### src/rtl/uart_aes_pkg.sv
// Shared types, constants and helpers for the UART receive / AES block path.
package uart_aes_pkg;

    localparam int unsigned AES_BLOCK_BITS = 128;

    typedef logic [AES_BLOCK_BITS-1:0] aes_block_t;

    typedef enum logic [2:0] {
        IDLE,
        START,
        DATA,
        PARITY,
        STOP,
        BREAK
    } rx_state_t;

    // Clocks per oversample tick, floored; never below 1 so the divider always runs.
    function automatic int unsigned calc_tick_div(input int unsigned clk,
                                                  input int unsigned baud,
                                                  input int unsigned os);
        int unsigned d;
        d = clk / (baud * os);
        return (d == 0) ? 1 : d;
    endfunction

endpackage

### src/rtl/uart_rx_core.sv
// Serial receive front-end: rx synchroniser, oversample tick divider and
// start/data/parity/stop state machine producing one byte strobe per good frame.
module uart_rx_core
    import uart_aes_pkg::*;
#(
    parameter int unsigned CLK_FREQ   = 50_000_000,
    parameter int unsigned BAUD       = 115200,
    parameter int unsigned OVERSAMPLE = 16,
    parameter int unsigned PARITY_EN  = 0,
    parameter int unsigned PARITY_ODD = 0
) (
    input  logic       clk,
    input  logic       reset,
    input  logic       rx,
    output logic [7:0] byte_data,
    output logic       byte_valid,
    output logic       frame_err,
    output logic       parity_err,
    output logic       sample_tick,
    output logic       rx_idle
);

    localparam int unsigned   TICK_DIV = calc_tick_div(CLK_FREQ, BAUD, OVERSAMPLE);
    localparam int unsigned   TW       = $clog2(OVERSAMPLE);
    localparam logic [TW-1:0] HALF_M1  = TW'(OVERSAMPLE / 2 - 1);
    localparam logic [TW-1:0] FULL_M1  = TW'(OVERSAMPLE - 1);
    localparam logic          PAR_ODD  = (PARITY_ODD != 0);

    logic [31:0]   r_div_cnt;
    logic          r_tick;
    logic          r_rx_meta;
    logic          r_rx_sync;
    logic          r_rx_prev;
    rx_state_t     r_state;
    logic [TW-1:0] r_tcnt;
    logic [2:0]    r_bitcnt;
    logic [7:0]    r_shift;
    logic          r_drop;
    logic [7:0]    r_byte;
    logic          r_byte_valid;
    logic          r_frame_err;
    logic          r_parity_err;

    // Free-running divider producing a one-cycle oversample tick.
    always_ff @(posedge clk) begin
        if (reset) begin
            r_div_cnt <= '0;
            r_tick    <= 1'b0;
        end else if (r_div_cnt == 32'(TICK_DIV - 1)) begin
            r_div_cnt <= '0;
            r_tick    <= 1'b1;
        end else begin
            r_div_cnt <= r_div_cnt + 32'd1;
            r_tick    <= 1'b0;
        end
    end

    // Two-flop synchroniser plus one delayed copy for falling-edge detection.
    always_ff @(posedge clk) begin
        if (reset) begin
            r_rx_meta <= 1'b1;
            r_rx_sync <= 1'b1;
            r_rx_prev <= 1'b1;
        end else begin
            r_rx_meta <= rx;
            r_rx_sync <= r_rx_meta;
            r_rx_prev <= r_rx_sync;
        end
    end

    // Frame state machine; all bits sampled at their midpoint, outputs registered.
    always_ff @(posedge clk) begin
        if (reset) begin
            r_state      <= IDLE;
            r_tcnt       <= '0;
            r_bitcnt     <= '0;
            r_shift      <= '0;
            r_drop       <= 1'b0;
            r_byte       <= '0;
            r_byte_valid <= 1'b0;
            r_frame_err  <= 1'b0;
            r_parity_err <= 1'b0;
        end else begin
            r_byte_valid <= 1'b0;
            r_frame_err  <= 1'b0;
            r_parity_err <= 1'b0;
            case (r_state)
                IDLE: begin
                    if (r_rx_prev && !r_rx_sync) begin
                        r_state <= START;
                        r_tcnt  <= '0;
                        r_drop  <= 1'b0;
                    end
                end
                START: begin
                    if (r_tick) begin
                        if (r_tcnt == HALF_M1) begin
                            r_tcnt <= '0;
                            if (r_rx_sync) begin
                                r_state <= IDLE;
                            end else begin
                                r_state  <= DATA;
                                r_bitcnt <= '0;
                            end
                        end else begin
                            r_tcnt <= r_tcnt + 1'b1;
                        end
                    end
                end
                DATA: begin
                    if (r_tick) begin
                        if (r_tcnt == FULL_M1) begin
                            r_tcnt  <= '0;
                            r_shift <= {r_rx_sync, r_shift[7:1]};
                            if (r_bitcnt == 3'd7) begin
                                r_state <= (PARITY_EN != 0) ? PARITY : STOP;
                            end else begin
                                r_bitcnt <= r_bitcnt + 3'd1;
                            end
                        end else begin
                            r_tcnt <= r_tcnt + 1'b1;
                        end
                    end
                end
                PARITY: begin
                    if (r_tick) begin
                        if (r_tcnt == FULL_M1) begin
                            r_tcnt  <= '0;
                            r_state <= STOP;
                            if (r_rx_sync != ((^r_shift) ^ PAR_ODD)) begin
                                r_parity_err <= 1'b1;
                                r_drop       <= 1'b1;
                            end
                        end else begin
                            r_tcnt <= r_tcnt + 1'b1;
                        end
                    end
                end
                STOP: begin
                    if (r_tick) begin
                        if (r_tcnt == FULL_M1) begin
                            r_tcnt <= '0;
                            if (!r_rx_sync) begin
                                r_frame_err <= 1'b1;
                                r_state     <= BREAK;
                            end else begin
                                r_state <= IDLE;
                                if (!r_drop) begin
                                    r_byte       <= r_shift;
                                    r_byte_valid <= 1'b1;
                                end
                            end
                        end else begin
                            r_tcnt <= r_tcnt + 1'b1;
                        end
                    end
                end
                BREAK: begin
                    if (r_rx_sync) begin
                        r_state <= IDLE;
                    end
                end
                default: r_state <= IDLE;
            endcase
        end
    end

    assign byte_data   = r_byte;
    assign byte_valid  = r_byte_valid;
    assign frame_err   = r_frame_err;
    assign parity_err  = r_parity_err;
    assign sample_tick = r_tick;
    assign rx_idle     = (r_state == IDLE);

endmodule

### src/rtl/uart_rx_block_assembler.sv
// Packs received UART bytes into AES-sized blocks, presents them on a
// valid/ready stream, flushes partial blocks after an idle timeout and
// reports overrun when no buffer is free for a completed block.
module uart_rx_block_assembler
    import uart_aes_pkg::*;
#(
    parameter int unsigned CLK_FREQ     = 50_000_000,
    parameter int unsigned BAUD         = 115200,
    parameter int unsigned OVERSAMPLE   = 16,
    parameter int unsigned PARITY_EN    = 0,
    parameter int unsigned PARITY_ODD   = 0,
    parameter int unsigned BLOCK_BYTES  = 16,
    parameter int unsigned TIMEOUT_BITS = 40
) (
    input  logic                      clk,
    input  logic                      reset,
    input  logic                      rx,
    output logic [AES_BLOCK_BITS-1:0] block_data,
    output logic [4:0]                block_nbytes,
    output logic                      block_valid,
    input  logic                      block_ready,
    output logic                      frame_err,
    output logic                      parity_err,
    output logic                      overrun
);

    localparam int unsigned   TW      = $clog2(OVERSAMPLE);
    localparam logic [TW-1:0] FULL_M1 = TW'(OVERSAMPLE - 1);
    localparam logic [4:0]    NB_FULL = 5'(BLOCK_BYTES);
    localparam logic [15:0]   TO_LIM  = 16'(TIMEOUT_BITS);

    logic [7:0]    w_byte;
    logic          w_byte_valid;
    logic          w_tick;
    logic          w_rx_idle;
    logic          w_full;
    logic          w_consume;
    logic          w_can_accept;
    logic          w_timeout;
    logic          w_flush_go;
    logic          w_push;
    logic [3:0]    w_wr_sel;

    aes_block_t    r_acc;
    logic [4:0]    r_count;
    logic          r_flush_pend;
    logic [TW-1:0] r_idle_sub;
    logic [15:0]   r_idle_bits;
    aes_block_t    r_out_data;
    logic [4:0]    r_out_nb;
    logic          r_out_valid;
    aes_block_t    r_hold_data;
    logic [4:0]    r_hold_nb;
    logic          r_hold_valid;
    logic          r_overrun;

    uart_rx_core #(
        .CLK_FREQ   (CLK_FREQ),
        .BAUD       (BAUD),
        .OVERSAMPLE (OVERSAMPLE),
        .PARITY_EN  (PARITY_EN),
        .PARITY_ODD (PARITY_ODD)
    ) u_core (
        .clk         (clk),
        .reset       (reset),
        .rx          (rx),
        .byte_data   (w_byte),
        .byte_valid  (w_byte_valid),
        .frame_err   (frame_err),
        .parity_err  (parity_err),
        .sample_tick (w_tick),
        .rx_idle     (w_rx_idle)
    );

    assign w_full       = (r_count == NB_FULL);
    assign w_consume    = r_out_valid && block_ready;
    // A slot is free if the second buffer is empty or the presented block leaves this cycle.
    assign w_can_accept = !r_hold_valid || w_consume;
    assign w_timeout    = (TIMEOUT_BITS != 0) && (r_idle_bits == TO_LIM) && (r_count != '0);
    assign w_flush_go   = r_flush_pend && !w_full && !w_byte_valid && w_can_accept;
    assign w_push       = (w_full && w_can_accept) || w_flush_go;
    assign w_wr_sel     = 4'd15 - r_count[3:0];

    // Idle bit-time counter: runs only while the receiver idles with a partial block.
    always_ff @(posedge clk) begin
        if (reset || !w_rx_idle || (r_count == '0) || (TIMEOUT_BITS == 0)) begin
            r_idle_sub  <= '0;
            r_idle_bits <= '0;
        end else if (w_tick && (r_idle_bits != TO_LIM)) begin
            if (r_idle_sub == FULL_M1) begin
                r_idle_sub  <= '0;
                r_idle_bits <= r_idle_bits + 16'd1;
            end else begin
                r_idle_sub <= r_idle_sub + 1'b1;
            end
        end
    end

    // Byte accumulator, left-justified; cleared whenever its contents leave or are dropped.
    always_ff @(posedge clk) begin
        if (reset) begin
            r_acc        <= '0;
            r_count      <= '0;
            r_flush_pend <= 1'b0;
        end else if (w_full || w_flush_go) begin
            r_acc        <= '0;
            r_count      <= '0;
            r_flush_pend <= 1'b0;
        end else begin
            if (w_byte_valid) begin
                r_acc[{w_wr_sel, 3'b000} +: 8] <= w_byte;
                r_count                        <= r_count + 5'd1;
            end
            if (w_timeout) begin
                r_flush_pend <= 1'b1;
            end
        end
    end

    // Two-deep output: the presented block plus one waiting block behind it;
    // the waiting block always moves forward before a new one is placed.
    always_ff @(posedge clk) begin
        if (reset) begin
            r_out_data   <= '0;
            r_out_nb     <= '0;
            r_out_valid  <= 1'b0;
            r_hold_data  <= '0;
            r_hold_nb    <= '0;
            r_hold_valid <= 1'b0;
            r_overrun    <= 1'b0;
        end else begin
            r_overrun <= w_full && !w_can_accept;
            if (!r_out_valid || w_consume) begin
                if (r_hold_valid) begin
                    r_out_data   <= r_hold_data;
                    r_out_nb     <= r_hold_nb;
                    r_out_valid  <= 1'b1;
                    r_hold_valid <= w_push;
                    if (w_push) begin
                        r_hold_data <= r_acc;
                        r_hold_nb   <= r_count;
                    end
                end else if (w_push) begin
                    r_out_data  <= r_acc;
                    r_out_nb    <= r_count;
                    r_out_valid <= 1'b1;
                end else begin
                    r_out_valid <= 1'b0;
                end
            end else if (w_push) begin
                r_hold_data  <= r_acc;
                r_hold_nb    <= r_count;
                r_hold_valid <= 1'b1;
            end
        end
    end

    assign block_data   = r_out_data;
    assign block_nbytes = r_out_nb;
    assign block_valid  = r_out_valid;
    assign overrun      = r_overrun;

endmodule

### config.mk
export PLATFORM = sky130hd
export DESIGN_NAME = uart_rx_block_assembler
export DESIGN_NICKNAME = d
export VERILOG_FILES = /design/src/rtl/uart_aes_pkg.sv /design/src/rtl/uart_rx_core.sv /design/src/rtl/uart_rx_block_assembler.sv
export SDC_FILE = /design/constraint.sdc
export NUM_CORES = 1
export LEC_CHECK = 0
export ABC_AREA = 1
export BUFFER_PORTS_ARGS = -buffer_cell sky130_fd_sc_hd__buf_2
export CAP_MARGIN = 20
export CORE_UTILIZATION = 60
export CTS_BUF_LIST = sky130_fd_sc_hd__clkbuf_16
export DETAILED_ROUTE_END_ITERATION = 10
export GPL_TIMING_DRIVEN = 0
export PLACE_DENSITY_LB_ADDON = 0.25
export SLEW_MARGIN = 20
export SYNTH_ARGS = -nofsm -noshare
export SYNTH_HDL_FRONTEND = slang
export SYNTH_SLANG_ARGS = --single-unit
### constraint.sdc
create_clock -name clk -period 2.8 [get_ports clk]
set_clock_uncertainty 0.1 [all_clocks]
set_input_delay 0.28 -clock clk [delete_from_list [all_inputs] [get_ports clk]]
set_output_delay 0.28 -clock clk [all_outputs]
set_load 0.01 [all_outputs]
==> flow_metrics.env <==
export IMPL_fin_crit_ns=2.73
export IMPL_multi_input_area_um2=9000
export IMPL_io_buffers=139
export IMPL_grt_overflow_total=0
export IMPL_cp_required_ns=3.21
export IMPL_ys_async_sr_fraction_pct=0
export IMPL_crit_type="flip-flop to flip-flop"
export IMPL_finalWirelength_um=57200
export IMPL_rsz0062_at_grt="false"
export IMPL_io_pin_count=141
export IMPL_place_hpwl_um=40900
export IMPL_drc=0
export IMPL_mostFrequentLayoutCells="nor2_1 (594), dfxtp_1 (489), nand2_1 (479), o21ai_0 (415), a21oi_1 (222)"
export IMPL_grt_max_degree=15
export IMPL_path_max_fanout=11
export IMPL_rows=66
export IMPL_start_util_pct=61.6
export IMPL_grt_usage_pct=33.0
export IMPL_worstMarginPinSlew_ns=1.16
export IMPL_path_clk_slew_ns=0.06
export IMPL_antenna_found_initial=0
export IMPL_maxSlewViolCount=0
export IMPL_clock_sinks=489
export IMPL_vias=19389
export IMPL_route_met2_wl_um=25900
export IMPL_end_kind="flip-flop"
export IMPL_drt_pass1_iterations=6
export IMPL_setup_viol=0
export IMPL_hp_class="input port to flip-flop"
export IMPL_timing_fmax_ghz=0.367
export IMPL_synth_cells=2814
export IMPL_cp_top_family="buffers and inverters"
export IMPL_timing_critical_path_buf_inv=6
export IMPL_path_cells="buf_4 > inv_1 > clkbuf_4 > ha_4 > inv_1 > buf_2 > buf_2 > nor4_1 > o21ai_0 > a21oi_1"
export IMPL_final_cell_area_um2=23300
export IMPL_yosys_warnings=0
export IMPL_final_min_period_over_clock_period_pct=97.3
export IMPL_cts_path_max_buffers=3
export IMPL_coreArea_um2=32900
export IMPL_cp_arrival_ns=3.13
export IMPL_grt_pass1_wl_um=89800
export IMPL_power_density_nw_per_um2=608
export IMPL_yosys_register_bits=489
export IMPL_htree_levels=2
export IMPL_worst_path_max_delay_cell="nor4_1"
export IMPL_max_stage_delay_ns=0.64
export IMPL_top_layer_used="met4"
export IMPL_post_drt_wl_per_cell_um=16.4
export IMPL_utilization_pct=70.7
export IMPL_ys_flop_type="dfxtp_1"
export IMPL_gp_congestion=1.05
export IMPL_status="finished, final reports clean"
export IMPL_cp_start_kind="flip-flop"
export IMPL_drv_cap=0
export IMPL_drt_iter0_drc=1688
export IMPL_synth_cell_types=41
export IMPL_peakVddDrop_mv=0.527
export IMPL_placed_area_um2=21500
export IMPL_register_area_um2=9790
export IMPL_clkLatencyLatePin_ns=0.58
export IMPL_fin_nets=3024
export IMPL_numCtsBuffers=49
export IMPL_p_leak_nw=9.54
export IMPL_grt_pass1_vias=17660
export IMPL_syn_area_per_cell_um2=7.21
export IMPL_num_fill_cells=2737
export IMPL_drtAntennaViolNets=0
export IMPL_synth_top_cell_area_share_pct=48.2
export IMPL_synth_largest_area_cell="dfxtp_1"
export IMPL_synth_area_um2=20300
export IMPL_slew_headroom_pct=22.4
export IMPL_die_y_um=186
export IMPL_finalHoldViolations=0
export IMPL_wl_met1_um=24900
export IMPL_mostFrequentLayoutCell="nor2_1"
export IMPL_power_total_mw=14.2
export IMPL_viasPerCell=5.56
export IMPL_syn_nets=2829
export IMPL_die_area_um2=34600
export IMPL_synth_edff_count=0
export IMPL_synth_area_top_cells="dfxtp_1 (48%), nor2_1 (11%), o21ai_0 (10%), nand2_1 (8.9%), a21oi_1 (5.5%)"
export IMPL_area_growth_pct=14.7
export IMPL_cts_tree="yes"
export IMPL_cts_root_buf="clkbuf_16"
export IMPL_drive_gt1_share_pct=12.2
export IMPL_synth_sequential_area_ratio_pct=48.2
export IMPL_wl_met3_um=4550
export IMPL_dieWidth_um=186
export IMPL_diodes=0
cell type report:
| cell class | count | area share, % |
|---|---|---|
| flip-flops and latches | 489 | 42.1 |
| multi-input cells | 1969 | 38.7 |
| clock buffers | 51 | 5.48 |
| plain buffers | 164 | 3.66 |
| repair buffers | 144 | 3.17 |
| inverters | 192 | 3.12 |
| well taps | 442 | 2.38 |
| clock inverters | 38 | 1.48 |
worst paths after layout:
check	start	to	slack, ns	cells past startpoint
setup / recovery	r_count[0]$_SDFFE_PP0P_	r_acc[77]$_SDFFE_PP0P_	0.07	10
hold / removal	reset	u_core.sample_tick$_SDFF_PP0_	0.03	2
setup reg to reg	r_count[0]$_SDFFE_PP0P_	r_acc[77]$_SDFFE_PP0P_	0.07	10
hold reg to reg	u_core.r_rx_meta$_SDFF_PP1_	u_core.r_rx_sync$_SDFF_PP1_	0.31	1
power breakdown:
part	internal (mW)	switching, mW
combinational	0.149	0.364
clock	3.92	2.70
sequential	7.00	0.0266
total	11.1	3.10
stage by stage:
step	hold slack (ns)	setup slack [ns]	TNS, ns	instances
global placement	0.294	-0.465	-46.63	3395
CTS	0.00654	-0.00959	-0.0181	3489
detailed placement	0.298	-0.422	-51.55	3395
floorplan	0.284	0.556	0	2814
global route	0.0837	0.0209	0	3489
finish	0.0288	0.0750	0	3489
state kept, by name (all words and copies together) (netlist names), 3 cells and up:
| register | flops |
|---|---|
| u_core.byte_data | 8 |
| u_core.r_bitcnt | 3 |
| block_nbytes | 5 |
| r_idle_bits | 16 |
| u_core.r_state | 3 |
| u_core.r_div_cnt | 32 |
| block_data | 128 |
| u_core.r_tcnt | 4 |
| r_idle_sub | 4 |
| r_acc | 128 |
| u_core.r_shift | 8 |
| r_hold_nb | 5 |
| r_hold_data | 128 |
| r_count | 5 |
cells in the mapped netlist (all sizes together), types with 14 or more instances:
library cell  count
a211oi           24
a21oi           223
buf              98
clkbuf           66
dfxtp           489
inv             188
nand2           492
nand3            51
nand4            18
nor2            601
nor3             52
o21ai           454
xor2             14
logic make-up after synthesis:
kind of cell / share of synthesized area [%]
DFF: 48.2
AOI/OAI and AO/OA: 17.9
buffers and inverters: 7.71
xor gates and xnor gates: 0.820
and+or+nand+nor: 24.6
adders and majority gates: 0.678
timing repair:
item,4_1_cts,5_1_grt
resized for setup,14,9
endpoints found under the setup margin,307,110
pin swaps,0,0
setup buffers,3,0
hold buffers,2,0
endpoints found under the hold margin,3,0
per-layer routing:
metal  up-vias  track usage, %
met1      8970            44.2
li1       9511               -
met4         0            12.0
met5         -               0
met3       120            6.10
met2       788            53.0
Note: power is estimated with default switching activity, not from simulation.
